[src/rtl/ifetch_unit.sv]
// ifetch_unit: single-outstanding instruction fetcher with branch/jump next-PC selection
module ifetch_unit #(
    parameter logic [31:0] RESET_PC = 32'h0000_0000
) (
    input  logic        clk,
    input  logic        rst_n,
    output logic        imem_req,
    output logic [31:0] imem_addr,
    input  logic        imem_ack,
    input  logic [31:0] imem_rdata,
    output logic [31:0] inst,
    output logic        inst_valid,
    input  logic        inst_ready,
    output logic [31:0] pc_out,
    output logic [31:0] link_pc,
    input  logic        branch_z,
    input  logic        branch_nz,
    input  logic        jmp,
    input  logic        jmp_r,
    input  logic        zero,
    input  logic [31:0] reg_target,
    output logic        misalign_err
);
    typedef enum logic [1:0] {IDLE, FETCH, HOLD} state_t;
    state_t      state;
    logic [31:0] pc, raw_pc, next_pc;
    logic        consume, taken;
    assign consume   = inst_valid & inst_ready;
    assign taken     = jmp | jmp_r | (branch_z & zero) | (branch_nz & ~zero);
    assign imem_addr = pc;
    assign pc_out    = pc;
    assign link_pc   = pc + 32'd4;
    // next-PC priority: register jump, then relative jump, then taken branch, else fall through
    always_comb begin
        raw_pc  = jmp_r ? reg_target
                : jmp   ? link_pc + {{6{inst[25]}}, inst[25:0]}
                : taken ? link_pc + {{16{inst[15]}}, inst[15:0]}
                :         link_pc;
        next_pc = {raw_pc[31:2], 2'b00};
    end
    // fetch FSM: request until ack, hold the word until the decoder consumes it
    always_ff @(posedge clk or negedge rst_n) begin
        if (!rst_n) begin
            state        <= IDLE;
            pc           <= RESET_PC;
            inst         <= 32'd0;
            inst_valid   <= 1'b0;
            imem_req     <= 1'b0;
            misalign_err <= 1'b0;
        end else begin
            case (state)
                IDLE: begin
                    state    <= FETCH;
                    imem_req <= 1'b1;
                end
                FETCH: if (imem_ack) begin
                    inst       <= imem_rdata;
                    inst_valid <= 1'b1;
                    imem_req   <= 1'b0;
                    state      <= HOLD;
                end
                HOLD: if (consume) begin
                    inst_valid <= 1'b0;
                    pc         <= next_pc;
                    imem_req   <= 1'b1;
                    state      <= FETCH;
                    if (jmp_r && reg_target[1:0] != 2'b00) misalign_err <= 1'b1;
                end
                default: begin
                    state    <= IDLE;
                    imem_req <= 1'b0;
                end
            endcase
        end
    end
endmodule

[config.mk]
export PLATFORM = sky130hd
export DESIGN_NAME = ifetch_unit
export DESIGN_NICKNAME = d
export VERILOG_FILES = /design/src/rtl/ifetch_unit.sv
export SDC_FILE = /design/constraint.sdc
export NUM_CORES = 1
export LEC_CHECK = 0
export BUFFER_PORTS_ARGS = -buffer_cell sky130_fd_sc_hd__buf_2
export CAP_MARGIN = 10
export CORE_MARGIN = 2
export CORE_UTILIZATION = 47
export CTS_BUF_LIST = sky130_fd_sc_hd__clkbuf_4 sky130_fd_sc_hd__clkbuf_8 sky130_fd_sc_hd__clkbuf_16
export DETAILED_ROUTE_END_ITERATION = 6
export PLACE_DENSITY = 0.78
export REMOVE_ABC_BUFFERS = 1
export SLEW_MARGIN = 10
export SYNTH_ARGS = -nofsm -noshare
export SYNTH_HDL_FRONTEND = slang
export SYNTH_SLANG_ARGS = --single-unit
[constraint.sdc]
create_clock -name clk -period 3.8 [get_ports clk]
set_clock_uncertainty 0.1 [all_clocks]
set_input_delay 0.76 -clock clk [delete_from_list [all_inputs] [get_ports clk]]
set_output_delay 0.76 -clock clk [all_outputs]
set_load 0.005 [all_outputs]
[Word-level counts from Yosys, hierarchy flattened]
Index checks and enable logic that the tools add are counted.
Word-level totals
  bits in registers: 67
  latch bits: 0
  memory bits (writable): 0
  memory bits (read-only): 0
  output and inout bits: 131
  logic and storage cells: 41
  memories kept: 0
Cells by class
  $add $sub $neg: 3
  multipliers: 0
  divide/modulo/power cells: 0
  magnitude comparators: 0
  eq/ne operators: 4
  shifts and indexed selects: 0
  multiplexer cells: 12
  bitwise logic cells: 7
  reductions and logical operators: 9
Operator list (number)
  32-bit two-way mux: 3
  32-bit adder: 2
  32-bit by 3-bit adder with 32-bit output, second input constant: 1
  2-bit one-hot mux with 3 select lines: 1
  2-bit AND reduction: 3
  3-bit AND reduction: 2
  1-bit two-way mux: 4
  2-bit two-way mux: 2
  2-bit != test, second input constant: 2
  2-bit nonzero test: 2
  1-bit AND: 3
  1-bit OR: 3
  1-bit one-hot mux with 3 select lines: 1
  2-bit by 1-bit equality test with 1-bit output, second input constant: 1
  2-bit equality test, second input constant: 1
  2-bit logical NOT: 1
  1-bit one-hot mux with 2 select lines: 1
  1-bit logical AND: 1
  1-bit inverter: 1

[Depth between registers and ports, before layout]
  word-level depth: 6
  gate-level depth with buffers: 19
  gate-level depth less buffers: 18

[Worst setup path after synthesis]
OpenSTA, ideal clock, no wires.
  path kind: register to register
  from: register pc[14], in the netlist imem_addr[14]
  to: register pc[31], in the netlist imem_addr[31]
  setup time: 0.127 ns
  data arrival time: 3.975 ns
  data required time: 3.573 ns
  setup slack: -0.402 ns
  cell stages (with the launch flop): 19
  clock period less this slack: 4.202 ns
  cells stage by stage: dfrtp_1 > and3_1 > and3_1 > nand4_1 > or2_2 > nor2_2 > nand3_1 > xnor2_1 > ha_1 > a21o_1 > a31o_2 > a21o_1 > a211o_1 > a41oi_1 > o21ai_1 > xor2_1 > a22oi_1 > mux2i_1 > nand3_1
On the way
  cells in the longest elaborated chain, start to end: 5
  elaborated cells on any way between the ends: 6
RTL lines
  start, declared: RTL line 26  | logic [31:0] pc, raw_pc, next_pc;
  start signal, assigned: RTL line 64  | pc <= next_pc;
  32-bit by 3-bit adder with 32-bit output *: RTL line 32  | assign link_pc = pc + 32'd4;
  named net link_pc[25]: RTL line 15  | output logic [31:0] link_pc,
  32-bit adder: RTL line 37  | : taken ? link_pc + {{16{inst[15]}}, inst[15:0]}
  32-bit two-way mux: RTL line 37
  32-bit two-way mux *: RTL line 36  | : jmp ? link_pc + {{6{inst[25]}}, inst[25:0]}
  32-bit two-way mux *: RTL line 35  | raw_pc = jmp_r ? reg_target
Mark *: on every way through the listed nets, which the timed path passes. The rest lies on a longest branch.
A chain may end at the register's enable or synchronous reset.

[Worst setup path after layout]
  from: register pc[4], in the netlist imem_addr[4]
  to: register pc[31], in the netlist imem_addr[31]
On the way
  cells in the longest elaborated chain, start to end: 5
  elaborated cells on any way between the ends: 6
RTL lines (RTL line)
  32-bit by 3-bit adder with 32-bit output *: 32
  32-bit adder: 37
  32-bit two-way mux: 37
  32-bit two-way mux *: 36
  32-bit two-way mux *: 35
Mark *: on every way between the ends. The rest lies on a longest branch, timed or not.

==> qor.yml <==
status: "complete, but fails checks"
violations: "setup timing"
p_per_area_nw_per_um2: 1130
cts_tree: "yes"
hold-path-cell-count: 1
hold_viol: 0
crit_chain: "nand4_1, nor2_2, buf_6, nand2_4, nor2_4, xor2_1, ha_1, a21oi_2, buf_4, o21ai_0, a21o_1, a211o_1, a41oi_2, o21ai_1, xor2_1, a22oi_2, mux2i_1, nand3_1"
grt-ovfl-total: 0
vias_per_cell: 5.75
nNetsFinal: 1185
holdCritPathClass: "flip-flop to flip-flop"
htree_levels: 3
cp.arrival_ns: 4.04
worst-setup-path-type: "flip-flop to flip-flop"
drive_gt1_share_pct: 46.9
hold_buffers: 0
synthToLayoutAreaGrowth_pct: 47.0
dp_slack_ns: -0.203
crit_start: "imem_addr[4]"
yosysTopAreaCellShare_pct: 26.3
synth.ff_latch_count: 66
maxSlewViolCount: 0
drc: 0
start_kind: "flip-flop"
drtIter0Drc: 545
avgSynthCellArea_um2: 8.41
max_freq_ghz: 0.255
synth_edf_count: 0
worstPathMaxFanout: 4
core_um2: 13100
grt_max_degree: 67
dp.cells: 1207
rsz0062_at_grt: "true"
max-slew-margin-rel_pct: 39.4
ios: 204
die_h_um: 120
clockBufferDepth: 2
cts.sinks: 66
reg2reg_slack_ns: -0.12
cp.required_ns: 3.93
grt_antenna_before_repair: 1
yosysWarnings: 0
layout_common_cells: "197 x buf_2, 164 x buf_4, 71 x nand2_1"
endpoint_kind: "flip-flop"
clkTransAtPathRegs_ns: 0.06
numCtsBuffers: 9
ys.flop_type: "dfrtp_1"
grt_pass1_vias: 6880
final_common_cell: "buf_2"
crit_top_cell: "xor2_1"
grt_use_total_pct: 31.1
power_leakage_nw: 4.70
rr_worst_depth: 18
r2r-start: "imem_addr[4]"
crit_slowest_cell: "dfrtp_1"
dieArea_um2: 14300
slowest_delay_ns: 0.35
drv_cap: 0
root_buffer: "clkbuf_16"
power_mw: 10.4
postRouteAntennaNets: 0
num_rows: 42
setup_slack_ns: -0.115
path_depth: 18
hpwl_um: 16900
insertion_delay_ns: 0.35
wl_per_cell_um: 19.0
hold-worst-slack_ns: 0.394
grt_pass1_wl_um: 35200
ir_worst_vdd_uv: 519
yosysTopAreaCell: "dfrtp_1"
fin_crit_sh_pct: 103
vias: 7158
worst_hold_path.endpoint: "misalign_err"
critPathTopFamily: "compound AO/OA/AOI/OAI gates"
synth_cells: 746
start_util_pct: 47.8
worst-path-buf-inv: 2
synth_area_leaders: "dfrtp_1 26%, ha_1 9.8%, xnor2_1 5.9%"
setup_viol: 5
final_cell_count_no_fill: 1244
dr.pass1.iters: 5
totalWireLength_um: 23600
worst_slew_pin_slew_ns: 0.908
r2r-end: "imem_addr[31]"
synth_area_um2: 6280
port_buffers: 197
min_period_ns: 3.92
synthArstFlopShare_pct: 100
die_x_um: 120
place_congestion: 0.981
ys_types: 68
min_from: "misalign_err"
ys_seq_area_share_pct: 26.3
==> Yosys cell counts, types with 7 or more instances <==
master	instances
nor2_1	50
a211oi_1	10
mux2_2	32
a31oi_1	8
nand2_1	77
buf_4	36
a21o_1	31
nand2b_1	7
ha_1	49
dfrtp_1	66
xnor2_1	42
and3_1	16
inv_1	11
xor2_1	22
nand3_1	25
clkbuf_1	27
o31ai_1	8
a21oi_1	57
nand4_1	12
o21ai_0	47
==> worst reg2reg max path, delay by kind of cell, from the launching register on <==
family | cells | cell delay (ns)
DFF | 1 | 0.35
and+or+nand+nor | 5 | 0.77
muxes | 1 | 0.21
adders and majority gates | 1 | 0.34
buffers and inverters | 2 | 0.27
AOI/OAI and AO/OA | 7 | 1.33
xor gates and xnor gates | 2 | 0.45
==> final cells by class <==
type	count	area (um^2)
tap	176	220
inverter	12	45.0
clock inverter	6	114
fill	1040	3910
antenna	1	2.50
timing repair buffer	365	2260
clock buffer	10	239
multi-input combinational	608	4690
sequential	66	1650
==> layer usage <==
metal	global-route usage, %	routed length, um	vias up
li1	-	-	3319
met1	39.8	9470	3419
met2	52.0	11500	359
met3	6.08	1790	61
met4	12.0	789	0
met5	0	0	-
==> flip-flops by register name, indices dropped and copies added (netlist names) <==
signal	flops
inst	32
imem_addr	30
imem_req	1
inst_valid	1
misalign_err	1
state	1
==> report_power, final <==
group | total [mW] | leakage, nW | switching [mW] | internal, mW
Clock | 1.02 | 0.165 | 0.356 | 0.660
Sequential | 1.40 | 0.796 | 0.359 | 1.04
Combinational | 7.99 | 3.74 | 4.02 | 3.98
Total | 10.4 | 4.70 | 4.73 | 5.68
==> stage by stage <==
step	cell area (um^2)	setup TNS (ns)	util [%]
after floorplan	5910	-0.582	-
after global placement	8230	-0.246	62.7
after detailed placement	8230	-0.553	62.7
after CTS	8730	-0.0202	66.5
after global routing	9220	-2.00	70.2
final	9230	-0.282	70.2
==> worst max-delay path by stage <==
stage	endpoint	slack, ns
2_1_floorplan	imem_addr[31]	-0.43
3_3_place_gp	imem_addr[28]	-0.16
3_5_place_dp	imem_addr[28]	-0.20
4_1_cts	imem_addr[31]	-0.02
5_1_grt	imem_addr[31]	-0.34
6_report	imem_addr[31]	-0.12
==> cell families (layout without fill, tap and decap cells) <==
kind of cell,after synthesis,in the layout,synth area share (%)
xor+xnor,64,64,8.93
simple gates,224,224,17.0
compound gates,226,226,24.1
mux,38,38,6.70
buf+inv,77,393,6.78
flops,66,66,26.3
fa+ha+maj,50,50,10.1
other cells,1,7,0.0598
==> timing repair <==
item                                    CTS  global route
resized for setup                        18            80
endpoints found under the setup margin    8            15
pin swaps                                14            47
buffers inserted                          9            13
endpoints found under the hold margin     0             0
Note: power is estimated with default switching activity, not from simulation.
